===== src/rtl/axis_rgb2gray.sv =====
// axis_rgb2gray: AXI-Stream RGB888 -> 8-bit luma front end for the histogram stage.
// Two-stage pipeline (products, then sum/shift) with full backpressure and no
// bubbles. Output tlast is regenerated from a W*H pixel counter. Sticky flags
// report source frames whose tlast is early or missing.
// Build option: define RGB2GRAY_ROUND_EN to round half-up (adds 128 before the
// shift); leave it undefined to truncate.
module axis_rgb2gray #(
   parameter int W               = 64,
   parameter int H               = 64,
   parameter int TOTAL_PIXEL     = W * H,
   parameter int TOTAL_PIXEL_BIT = $clog2(W * H)
) (
   input  logic        clk,
   input  logic        rst_n,
   input  logic [23:0] s_axis_tdata,
   input  logic        s_axis_tvalid,
   output logic        s_axis_tready,
   input  logic        s_axis_tlast,
   output logic [7:0]  m_axis_tdata,
   output logic        m_axis_tvalid,
   input  logic        m_axis_tready,
   output logic        m_axis_tlast,
   input  logic        err_clr,
   output logic        err_early,
   output logic        err_late,
   output logic        frame_done
);

   localparam logic [TOTAL_PIXEL_BIT-1:0] LAST_IDX = TOTAL_PIXEL_BIT'(TOTAL_PIXEL - 1);

`ifdef RGB2GRAY_ROUND_EN
   localparam logic [15:0] RND = 16'd128;
`else
   localparam logic [15:0] RND = 16'd0;
`endif

   // Channel order in the products array: 0 = R, 1 = G, 2 = B.
   logic [7:0]                 chan [3];
   logic [15:0]                prod [3];
   logic [15:0]                sum;

   logic                       v1_reg, last1_reg;
   logic                       v2_reg, last2_reg;
   logic [7:0]                 y_reg;
   logic [TOTAL_PIXEL_BIT-1:0] cnt_reg;
   logic                       err_early_reg, err_late_reg;
   logic                       frame_done_reg;

   logic                       en1, en2;
   logic                       in_hs;
   logic                       at_last_idx;
   logic                       is_last;
   logic                       set_early, set_late;

   assign chan[0] = s_axis_tdata[23:16];
   assign chan[1] = s_axis_tdata[15:8];
   assign chan[2] = s_axis_tdata[7:0];

   // Each stage advances when its output slot is empty or is being drained;
   // the ready chain is combinational from m_axis_tready so a full pipeline
   // still takes a new pixel in the cycle the stall releases.
   assign en2           = !v2_reg || m_axis_tready;
   assign en1           = !v1_reg || en2;
   assign s_axis_tready = en1;
   assign in_hs         = s_axis_tvalid && en1;

   // A source tlast ends the frame early; reaching the last index ends it
   // regardless of tlast, so downstream never sees an over-long frame.
   assign at_last_idx = (cnt_reg == LAST_IDX);
   assign is_last     = at_last_idx || s_axis_tlast;
   assign set_early   = in_hs && s_axis_tlast && !at_last_idx;
   assign set_late    = in_hs && at_last_idx && !s_axis_tlast;

   // Max sum is 255*256 + 128 = 65408, so 16 bits never overflow.
   assign sum = prod[0] + prod[1] + prod[2] + RND;

   genvar gi;
   generate
      for (gi = 0; gi < 3; gi++) begin : g_chan
         localparam logic [7:0] COEF = (gi == 0) ? 8'd77 : ((gi == 1) ? 8'd150 : 8'd29);
         logic [15:0] prod_reg;

         // Stage 1: weighted channel product, loaded whenever stage 1 advances.
         always_ff @(posedge clk or negedge rst_n) begin
            if (!rst_n) begin
               prod_reg <= '0;
            end else if (en1) begin
               prod_reg <= {8'd0, chan[gi]} * {8'd0, COEF};
            end
         end

         assign prod[gi] = prod_reg;
      end
   endgenerate

   // Stage 1 control: valid bit and end-of-frame tag travel with the products.
   always_ff @(posedge clk or negedge rst_n) begin
      if (!rst_n) begin
         v1_reg    <= 1'b0;
         last1_reg <= 1'b0;
      end else if (en1) begin
         v1_reg    <= s_axis_tvalid;
         last1_reg <= s_axis_tvalid && is_last;
      end
   end

   // Stage 2: luma, valid and tlast; these registers drive the master port.
   always_ff @(posedge clk or negedge rst_n) begin
      if (!rst_n) begin
         v2_reg    <= 1'b0;
         last2_reg <= 1'b0;
         y_reg     <= '0;
      end else if (en2) begin
         v2_reg    <= v1_reg;
         last2_reg <= last1_reg;
         y_reg     <= sum[15:8];
      end
   end

   // Pixel position within the frame; restarts after every frame end.
   always_ff @(posedge clk or negedge rst_n) begin
      if (!rst_n) begin
         cnt_reg <= '0;
      end else if (in_hs) begin
         cnt_reg <= is_last ? '0 : cnt_reg + TOTAL_PIXEL_BIT'(1);
      end
   end

   // Sticky framing errors; a new violation outranks a simultaneous clear.
   always_ff @(posedge clk or negedge rst_n) begin
      if (!rst_n) begin
         err_early_reg <= 1'b0;
         err_late_reg  <= 1'b0;
      end else begin
         if (set_early)    err_early_reg <= 1'b1;
         else if (err_clr) err_early_reg <= 1'b0;
         if (set_late)     err_late_reg  <= 1'b1;
         else if (err_clr) err_late_reg  <= 1'b0;
      end
   end

   // One-cycle pulse after the output beat carrying tlast is accepted.
   always_ff @(posedge clk or negedge rst_n) begin
      if (!rst_n) begin
         frame_done_reg <= 1'b0;
      end else begin
         frame_done_reg <= v2_reg && m_axis_tready && last2_reg;
      end
   end

   assign m_axis_tdata  = y_reg;
   assign m_axis_tvalid = v2_reg;
   assign m_axis_tlast  = last2_reg;
   assign err_early     = err_early_reg;
   assign err_late      = err_late_reg;
   assign frame_done    = frame_done_reg;

endmodule

===== config.mk =====
export PLATFORM = sky130hd
export DESIGN_NAME = axis_rgb2gray
export DESIGN_NICKNAME = d
export VERILOG_FILES = /design/src/rtl/axis_rgb2gray.sv
export SDC_FILE = /design/constraint.sdc
export NUM_CORES = 1
export LEC_CHECK = 0
export ABC_AREA = 1
export ABC_CLOCK_PERIOD_IN_PS = 3700
export BUFFER_PORTS_ARGS = -buffer_cell sky130_fd_sc_hd__clkbuf_2
export CAP_MARGIN = 15
export CORE_MARGIN = 4
export CORE_UTILIZATION = 25
export CTS_BUF_LIST = sky130_fd_sc_hd__clkbuf_4 sky130_fd_sc_hd__clkbuf_8 sky130_fd_sc_hd__clkbuf_16
export DETAILED_ROUTE_END_ITERATION = 10
export SLEW_MARGIN = 0
export SYNTH_ARGS = -nofsm -noshare
export SYNTH_HDL_FRONTEND = slang
export SYNTH_SLANG_ARGS = --single-unit

===== constraint.sdc =====
create_clock -name clk -period 3.7 [get_ports clk]
set_clock_uncertainty 0.2 [all_clocks]
set_input_delay 0 -clock clk [delete_from_list [all_inputs] [get_ports clk]]
set_output_delay 0 -clock clk [all_outputs]
set_load 0.01 [all_outputs]

==> results of run 1 <==
## worst min-delay path, stage by stage
cell      delay, ns
clkbuf_2       0.15
ha_1           0.14
ha_1           0.12
nand2_1        0.04
o21ai_0        0.06
## routing by layer
layer	wire length [um]	track usage	up-vias	share of wire
met5	0	0	-	0
met4	78	0.01559	0	0.0054
met3	417	0.01563	6	0.029
met2	6874	0.1713	63	0.47
met1	7110	0.1306	2596	0.49
li1	-	-	3025	-
## metrics by stage
| step | power (W) | util | hold slack [ns] |
|---|---|---|---|
| after detailed placement | 0.004907 | 0.2769 | -0.1331 |
| final | 0.005883 | 0.2954 | 0.02308 |
| after floorplan | 0.004016 | - | -0.4956 |
| after global placement | 0.004847 | 0.2769 | -0.1390 |
| after CTS | 0.005951 | 0.2954 | 0.02834 |
| after global routing | 0.006671 | 0.2954 | 0.05679 |
## worst max path at each step
stage / from / endpoint / depth (start not counted)
floorplan: s_axis_tdata[12] / g_chan[1].prod_reg[11] / 14
global placement: s_axis_tdata[12] / g_chan[1].prod_reg[11] / 15
detailed placement: s_axis_tdata[12] / g_chan[1].prod_reg[11] / 15
CTS: s_axis_tdata[2] / g_chan[2].prod_reg[9] / 17
global route: s_axis_tdata[2] / g_chan[2].prod_reg[9] / 17
finish: s_axis_tdata[2] / g_chan[2].prod_reg[9] / 17
## repair_timing
| action | in CTS | in global routing |
|---|---|---|
| resized for setup | 0 | 0 |
| buffers inserted | 0 | 0 |
| setup endpoints to repair | 0 | 0 |
| endpoints found under the hold margin | 63 | 0 |
| hold buffers | 17 | 0 |
## cell usage in the layout (no fill, tap or decap), types with 2 or more instances in the layout
cell type / Yosys / layout
xnor2_1: 8 / 8
a21oi_1: 40 / 40
nand2_2: 2 / 2
nand4_1: 13 / 13
nor2_8: 2 / 2
o21ai_0: 38 / 38
nand3_1: 64 / 64
clkbuf_2: 0 / 42
clkbuf_16: 0 / 9
nor2_1: 45 / 45
xor2_1: 9 / 9
a21o_1: 3 / 3
dfrtp_1: 70 / 70
nor2_4: 2 / 2
inv_2: 2 / 2
o21bai_1: 6 / 6
or2_2: 3 / 3
dlygate4sd3_1: 0 / 17
nand2_8: 2 / 2
and3_1: 2 / 2
o22ai_1: 2 / 2
nor3_1: 5 / 5
inv_1: 191 / 191
and2_1: 2 / 2
ha_1: 114 / 114
bufinv_16: 0 / 3
nor2_2: 4 / 4
fa_1: 38 / 38
a31oi_1: 4 / 4
nand2_1: 235 / 235
## where the power goes
group,internal [W],switching (W),leakage (nW)
Combinational,0.00139,0.00232,3.60
Clock,0.000675,0.000314,0.165
Sequential,0.00102,0.000173,0.859
Total,0.00308,0.00280,4.62
## kinds of logic (layout without fill, tap and decap cells)
family / count (synthesis) / count (layout) / synth area share
and+or+nand+nor: 384 / 384 / 0.2406
DFF: 70 / 70 / 0.2481
adders and majority gates: 152 / 152 / 0.3097
xor gates and xnor gates: 17 / 17 / 0.02109
AOI/OAI and AO/OA: 94 / 94 / 0.07140
buffers and inverters: 203 / 270 / 0.1091
## final cells by class
| cell class | count | share of cell area |
|---|---|---|
| repair buffers | 61 | 0.04773 |
| inverters | 194 | 0.08848 |
| clock buffers | 10 | 0.02904 |
| well taps | 378 | 0.05746 |
| clock inverters | 5 | 0.01292 |
| flip-flops and latches | 70 | 0.2128 |
| multi-input cells | 647 | 0.5515 |
==> qor.yml, run 1 <==
cts_max_path_buffers: 2
track_usage: 0.09812
drive_gt1_frac: 0.08105
regArea_mm2: 0.001752
core_area_mm2: 0.02786
fmax_mhz: 301.6
synth_cell_types: 34
drc: 0
syn_area_mm2: 0.007062
syn_area_per_cell_um2: 7.676
largest_reg_flops: 43
synth_top_cell_area_share: 0.2481
grt_start_max_net_pins: 47
cp_top_family: "adder cells"
period_needed_ns: 3.315
worst_slack_ns: 0.3845
ys_ff_latch: 70
cts.clk_slew.worst_paths_ns: 0.06
crit_path_max_incr_delay_ns: 0.54
place_area_mm2: 0.007715
critPathKind: "input port to flop"
pwr_density_cell_mw_per_mm2: 714.8
grt_first_pass_wirelength_um: 25560
fp-row-count: 61
chipWidth_um: 176.1
viasPerCell: 4.168
cts-root-buf: "clkbuf_16"
setup_viol: 0
maxSlewHeadroom: 0.5371
reg2reg_depth: 8
p_leak_nw: 4.620
holdCritPathClass: "input port to flop"
die_h_um: 176.1
multi_input_area_mm2: 0.004539
outcome: "finished, final reports clean"
route.vias.total: 5690
synth_area_leaders: "dfrtp_1 (25%), ha_1 (20%), nand2_1 (12%), fa_1 (11%), inv_1 (10%)"
initial_core_util: 0.2535
final_nets: 1165
wirelength_um: 14480
finalCritPeriodShare: 0.8961
slowest_stage: "fa_1"
worst_slew_pin_slew_ns: 0.6933
synth_most_common_cell: "nand2_1"
final_area_mm2: 0.008230
fillers: 2971
worst-path-buf-inv: 6
die_area_mm2: 0.03100
insertion_delay_ns: 0.33
antenna_left: 0
syn_inst: 920
synth_warnings: 0
cp-end-kind: "flop"
finalNonFillerCells: 1365
cts.sinks: 70
startpoint_type: "input port"
antenna_found_initial: 0
r2r_start: "g_chan[0].prod_reg[9]"
place_hpwl_um: 12030
seq_area_frac_synth: 0.2481
cts_tree: "done"
ir_worst_vdd_mv: 0.3203
syn-num-nets: 1102
reg2reg_to: "m_axis_tdata[6]"
overflow: 0
portBuffers: 43
hold_start: "s_axis_tdata[10]"
crit_path_max_fanout: 4
synthTopCellsByCount: "nand2_1 (235), inv_1 (191), ha_1 (114)"
finalHoldViolations: 0
ys_async_sr_fraction: 1.000
grt_pass1_vias: 5585
holdPathEnd: "g_chan[1].prod_reg[3]"
ys.flop_type: "dfrtp_1"
drt_iter0_markers: 281
dr.pass1.iters: 4
setup-tns-final_ns: 0
io_pins: 44
hold_depth: 5
timing.max_cap.violations: 0
pre_cts_ws_ns: 0.3559
routabilityCongestion: 0.8729
h-tree-depth: 3
num_antenna_cells: 0
slew_violations: 0
avgRoutedWirePerCell_um: 10.61
crit_chain: "dlygate4sd3_1 > clkbuf_2 > inv_1 > fa_1 > inv_1 > ha_1 > inv_1 > fa_1 > inv_1 > ha_1 > nand3_1 > nand3_1 > nand3_1 > nand2_1 > or2_2 > nand3_1 > nand2_1"
dp.cells: 1333
synth-edff-count: 0
crit_arrival_ns: 3.33
reg2reg_setup_slack_ns: 1.27
rsz0062_at_grt: "false"
required_ns: 3.71
synth.largest_area_cell: "dfrtp_1"
syn2layout_area_growth_pct: 16.55
cts_buffers: 9
Note: power is estimated with default switching activity, not from simulation.
==> run 2: changes to the inputs <==
--- a/config.mk
+++ b/config.mk
@@ -6,12 +6,13 @@
 export NUM_CORES = 1
 export LEC_CHECK = 0
 export ABC_AREA = 1
-export ABC_CLOCK_PERIOD_IN_PS = 3700
+export ABC_CLOCK_PERIOD_IN_PS = 3000
 export BUFFER_PORTS_ARGS = -buffer_cell sky130_fd_sc_hd__clkbuf_2
 export CAP_MARGIN = 15
 export CORE_MARGIN = 4
 export CORE_UTILIZATION = 25
 export CTS_BUF_LIST = sky130_fd_sc_hd__clkbuf_4 sky130_fd_sc_hd__clkbuf_8 sky130_fd_sc_hd__clkbuf_16
+export CTS_CLUSTER_DIAMETER = 60
 export DETAILED_ROUTE_END_ITERATION = 10
 export SLEW_MARGIN = 0
 export SYNTH_ARGS = -nofsm -noshare
==> constraint.sdc (replaced) <==
create_clock -name clk -period 3 [get_ports clk]
set_clock_uncertainty 0.2 [all_clocks]
set_input_delay 0 -clock clk [delete_from_list [all_inputs] [get_ports clk]]
set_output_delay 0 -clock clk [all_outputs]
set_load 0.01 [all_outputs]
==> run 2 against run 1 <==
Register-to-register slack got worse by 0.75 ns. Largest power group unchanged. Critical path depth fell by 6. Clock power is 7% higher. Critical endpoint is now g_chan[0].prod_reg[8]. Setup slack worse by 0.23 ns. Cell count is 2.3% higher. Utilization increased by 1.0 points. Non-clock buffer count increased by 30. Combinational power grew 30%.
==> qor.yml, run 2 (synthesized netlist as in run 1, its figures left out) <==
timing.max_cap.violations: 0  # unchanged
slowest_stage: "dlygate4sd3_1"
core_area_mm2: 0.02786  # unchanged
ir_worst_vdd_mv: 0.4590  # +43%
power.internal_w: 0.003796  # +23%
h-tree-depth: 3  # unchanged
period_needed_ns: 2.844
combPwrFrac: 0.656  # +0.026
net-switching-power_w: 0.003535  # +26%
crit_arrival_ns: 2.84  # -0.49 ns
die_area_mm2: 0.03100  # unchanged
cts-root-buf: "clkbuf_16"
outcome: "finished, final reports clean"
post_cts_buffers: 0  # unchanged
io_pins: 44  # unchanged
portBuffers: 43  # unchanged
num_antenna_cells: 0  # unchanged
antenna_left: 0  # unchanged
insertion_delay_ns: 0.33  # about the same
place_hpwl_um: 12550  # +4.3%
required_ns: 2.99  # -0.72 ns
wirelength_um: 15060  # +4.0%
largest_reg_flops: 43  # unchanged
finalCritPeriodShare: 0.9481
grt_first_pass_wirelength_um: 26720  # +4.5%
final_util: 0.3055  # +0.01006
initial_core_util: 0.2535  # unchanged
pwr_density_cell_mw_per_mm2: 861.4  # +21%
maxSlewHeadroom: 0.4092  # -0.1279
syn2layout_area_growth_pct: 20.52
critPathMostFrequentCell: "ha_1"
fmax_mhz: 351.6
grt_start_max_net_pins: 47  # unchanged
worst-path-buf-inv: 2  # -4
p_leak_nw: 4.758  # +3.0%
cp_top_family: "adder cells"
critPathKind: "input port to flop"
dr.pass1.iters: 4  # unchanged
viasPerCell: 4.115  # -1.3%
final_cell_mix: "nand2_1 (234), inv_1 (191), ha_1 (108)"
cp-end-kind: "flop"
clockPowerShare: 0.144  # -0.024
track_usage: 0.1021  # +0.003972
finalNonFillerCells: 1396  # +2.3%
drt_iter0_markers: 256  # -8.9%
chipWidth_um: 176.1  # unchanged
final_nets: 1195  # +2.6%
die_h_um: 176.1  # unchanged
cts_buffers: 9  # unchanged
setup_viol: 0  # unchanged
pwr-share-seq: 0.200  # -0.002
cts.sinks: 70  # unchanged
slew_violations: 0  # unchanged
antenna_found_initial: 0  # unchanged
avgRoutedWirePerCell_um: 10.79  # +1.7%
fp-row-count: 61  # unchanged
finalHoldViolations: 0  # unchanged
drive_gt1_frac: 0.1238  # +0.04272
crit_chain: "dlygate4sd3_1 > clkbuf_2 > ha_1 > ha_1 > fa_1 > ha_2 > a21oi_2 > nand2_1 > a21oi_1 > xor2_1 > o21ai_0"
crit_path_max_fanout: 6  # +2
switching_share: 0.4822  # +0.005461
dp.cells: 1364  # +2.3%
layout_commonest_cell: "nand2_1"
startpoint_type: "input port"
holdCritPathClass: "input port to flop"
grt_pass1_vias: 5812  # +4.1%
drc: 0  # unchanged
setup-tns-final_ns: 0  # unchanged
rsz0062_at_grt: "false"
cts_tree: "done"
cts.clk_slew.worst_paths_ns: 0.06  # about the same
overflow: 0  # unchanged
routabilityCongestion: 0.8505  # -2.6%
cts_max_path_buffers: 2  # unchanged
worst_slew_pin_slew_ns: 0.8861  # +0.1928 ns
route.vias.total: 5745  # +0.97%
crit_path_max_incr_delay_ns: 0.53  # about the same
## run 2: cell type report
class                           instances  area (um^2)
Clock buffer                           10        239.0
Clock inverter                          6        61.31
Fill cell                            2983        19350
Inverter                              194        728.2
Multi-Input combinational cell        647         4634
Sequential cell                        70         1752
Tap cell                              378        473.0
Timing Repair Buffer                   91        623.1
## run 2: per-layer routing
layer / part of all wire / track usage / up-vias
met2: 0.47 / 0.1762 / 60
met5: 0 / 0 / -
met3: 0.034 / 0.01906 / 12
met1: 0.49 / 0.1357 / 2583
met4: 0.0083 / 0.01689 / 0
li1: - / - / 3090
## run 2: path summary, 6_finish.rpt
path	startpoint	to	slack [ns]	cells past startpoint
min	s_axis_tdata[16]	g_chan[0].prod_reg[2]	0.02	4
min reg2reg	m_axis_tdata[1]	m_axis_tdata[1]	0.28	2
max	s_axis_tdata[18]	g_chan[0].prod_reg[8]	0.16	11
max in group asynchronous	rst_n	g_chan[1].prod_reg[10]	1.64	3
max reg2reg	g_chan[0].prod_reg[11]	m_axis_tdata[6]	0.52	10
min in group asynchronous	rst_n	cnt_reg[9]	0.13	2
## run 2: power groups by stage
stage | combinational [W] | sequential (W) | clock [W]
CTS | 0.00478 | 0.00147 | 0.00109
detailed placement | 0.00474 | 0.00149 | 0
finish | 0.00481 | 0.00147 | 0.00106
global route | 0.00562 | 0.00150 | 0.00113
global placement | 0.00465 | 0.00148 | 0
floorplan | 0.00352 | 0.00145 | 0
## run 2: tightest hold or removal path, delay by kind of cell
family,cells,cell delay (ns)
simple gates,2,0.12
fa+ha+maj,1,0.16
buf+inv,1,0.24
## run 2: repair_timing
item / 4_1_cts / 5_1_grt
hold buffers: 16 / 1
resized for setup: 0 / 16
endpoints found under the hold margin: 69 / 1
setup endpoints to repair: 0 / 9
## run 2: stage by stage
stage,hold WS [ns],area [um^2],power [W],worst slack (ns)
2_1_floorplan,-0.4956,7078,0.004969,0.07177
3_3_place_gp,-0.02254,7964,0.006128,-0.1347
3_5_place_dp,-0.01334,7964,0.006224,-0.1380
4_1_cts,0.02405,8424,0.007340,0.01419
5_1_grt,0.06423,8511,0.008252,0.03604
6_report,0.01527,8511,0.007331,0.1557
==> run 3: changes to the inputs <==
--- a/config.mk
+++ b/config.mk
@@ -9,6 +9,7 @@
 export ABC_CLOCK_PERIOD_IN_PS = 3000
 export BUFFER_PORTS_ARGS = -buffer_cell sky130_fd_sc_hd__clkbuf_2
 export CAP_MARGIN = 15
+export CORE_ASPECT_RATIO = 0.5
 export CORE_MARGIN = 4
 export CORE_UTILIZATION = 25
 export CTS_BUF_LIST = sky130_fd_sc_hd__clkbuf_4 sky130_fd_sc_hd__clkbuf_8 sky130_fd_sc_hd__clkbuf_16
==> run 3 against run 2 <==
Global-route usage up 0.15 points. Hold slack better by 0.030 ns. Largest power group unchanged. Setup slack better by 0.019 ns. Die area up 0.53%. Sequential power about the same. Clock power about the same. Sequential cell count unchanged. Utilization up 0.074 points. First-iteration DRC count down 2.7%. Via count about the same. Critical path type unchanged.
==> qor.yml, run 3 (synthesized netlist as in run 1, its figures left out) <==
hold_start: "s_axis_tdata[10]"
pwr_density_cell_mw_per_mm2: 866.1  # +0.55%
hold_ws_ns: 0.04503  # +0.02976 ns
startpoint_type: "input port"
reg2reg_setup_slack_ns: 0.53  # about the same
worst_slack_ns: 0.1746  # +0.01896 ns
h-tree-depth: 3  # unchanged
portBuffers: 43  # unchanged
r2r_start: "g_chan[1].prod_reg[11]"
grt_pass1_vias: 5633  # -3.1%
largest_reg_flops: 43  # unchanged
cts.sinks: 70  # unchanged
route.vias.total: 5740  # -0.087%
reg2reg_depth: 10  # unchanged
pre_cts_ws_ns: -0.1511  # -0.01313 ns
cts_tree: "done"
grt_first_pass_wirelength_um: 27100  # +1.4%
io_pins: 44  # unchanged
holdCritPathClass: "input port to flop"
fp-row-count: 43  # -30%
die_h_um: 126.8  # -28%
setup_viol: 0  # unchanged
viasPerCell: 4.103  # -0.30%
crit_chain: "dlygate4sd3_1 > clkbuf_2 > ha_1 > inv_1 > fa_1 > inv_1 > ha_1 > ha_4 > nand2_1 > inv_1 > a21oi_1 > nand2_1 > xor2_1 > nand2_1 > nand2_1"
required_ns: 3.02  # +0.03 ns
final_nets: 1194  # -0.084%
num_antenna_cells: 0  # unchanged
cts-root-buf: "clkbuf_16"
initial_core_util: 0.2544  # +0.0008797
p_leak_nw: 4.748  # -0.21%
holdPathEnd: "g_chan[1].prod_reg[3]"
wirelength_um: 15360  # +2.0%
cts.clk_slew.worst_paths_ns: 0.05  # about the same
critPathMostFrequentCell: "nand2_1"
crit_path_max_fanout: 4  # -2
place_hpwl_um: 12710  # +1.3%
dr.pass1.iters: 4  # unchanged
cts_buffers: 9  # unchanged
finalHoldViolations: 0  # unchanged
routabilityCongestion: 0.8765  # +3.1%
maxSlewHeadroom: 0.4413  # +0.03202
crit_arrival_ns: 2.84  # about the same
finalCritPeriodShare: 0.9418  # -0.006319
reg2reg_to: "m_axis_tdata[6]"
antenna_left: 0  # unchanged
final_util: 0.3062  # +0.0007450
post_cts_buffers: 0  # unchanged
track_usage: 0.1036  # +0.001522
die_area_mm2: 0.03116  # +0.53%
layout_commonest_cell: "nand2_1"
insertion_delay_ns: 0.33  # about the same
multi_input_area_mm2: 0.004621  # -0.30%
hold_depth: 5  # +1
cts_max_path_buffers: 2  # unchanged
regArea_mm2: 0.001752  # unchanged
grt_start_max_net_pins: 47  # unchanged
outcome: "finished, final reports clean"
syn2layout_area_growth_pct: 20.39
drt_iter0_markers: 249  # -2.7%
fillers: 3024  # +1.4%
slowest_stage: "dlygate4sd3_1"
cp-end-kind: "flop"
antenna_found_initial: 0  # unchanged
overflow: 0  # unchanged
chipWidth_um: 245.7  # +40%
timing.max_cap.violations: 0  # unchanged
fmax_mhz: 353.9  # +0.67%
period_needed_ns: 2.825  # -0.01896 ns
cp-startpoint: "s_axis_tdata[18]"
crit_path_max_incr_delay_ns: 0.54  # about the same
worst_slew_pin_slew_ns: 0.8381  # -0.04803 ns
drc: 0  # unchanged
final_cell_mix: "nand2_1 (233), inv_1 (191), ha_1 (109)"
slew_violations: 0  # unchanged
ir_worst_vdd_mv: 0.4935  # +7.5%
avgRoutedWirePerCell_um: 10.98  # +1.8%
core_area_mm2: 0.02776  # -0.35%
critPathKind: "input port to flop"
drive_gt1_frac: 0.1229  # -0.0008616
[run 3: changes by cell type in the layout (fill, tap and decap cells not counted), sizes merged]
cell          change
dlymetal6s4s      -1
clkinv            -1
clkbuf            +1
[run 3: worst max-delay path, delay by kind of cell]
family          cells  cell delay, ns
compound gates      1            0.13
xor+xnor            1            0.15
fa+ha+maj           4            1.39
buf+inv             5            0.84
simple gates        4            0.30
[run 3: per-stage QoR]
stage	cell area, um^2	setup TNS, ns	instances	power (W)
floorplan	7078	0	920	0.004969
global placement	7981	-0.3717	1368	0.006153
detailed placement	7981	-0.6263	1368	0.006210
CTS	8442	0	1400	0.007343
global route	8502	-0.01065	1399	0.008323
finish	8502	0	1399	0.007364
[run 3: per-layer routing]
layer | global-route usage | wire [um] | vias to the layer above
met3 | 0.01774 | 470 | 5
met5 | 0 | 0 | -
met2 | 0.1577 | 6263 | 64
li1 | - | - | 3091
met4 | 0.01400 | 69 | 0
met1 | 0.1572 | 8561 | 2580
[run 3: final cells by class]
cell class,instances,area share
inverter,194,0.08565
clock buffer,11,0.02826
multi-input combinational,647,0.5435
tap,382,0.05622
timing repair buffer,90,0.07329
clock inverter,5,0.007064
sequential,70,0.2060
[run 3: report_power, final]
part / internal, W / leakage, nW / switching [W] / total (W)
clock network: 0.000664 / 0.147 / 0.000406 / 0.00107
registers: 0.00125 / 0.859 / 0.000222 / 0.00147
logic: 0.00186 / 3.74 / 0.00296 / 0.00482
total: 0.00378 / 4.75 / 0.00359 / 0.00736
[run 3: worst max path at each step]
stage	end	slack (ns)	cells after the start
floorplan	g_chan[1].prod_reg[11]	0.07	14
global placement	g_chan[1].prod_reg[11]	-0.15	15
detailed placement	g_chan[1].prod_reg[11]	-0.15	15
CTS	g_chan[0].prod_reg[9]	0.04	13
global route	g_chan[0].prod_reg[10]	-0.005	15
finish	g_chan[0].prod_reg[10]	0.17	15
[run 3: what timing repair did]
| item | CTS | global route |
|---|---|---|
| hold endpoints to repair | 67 | 0 |
| endpoints found under the setup margin | 0 | 10 |
| resized for setup | 0 | 13 |
| hold buffers | 16 | 0 |
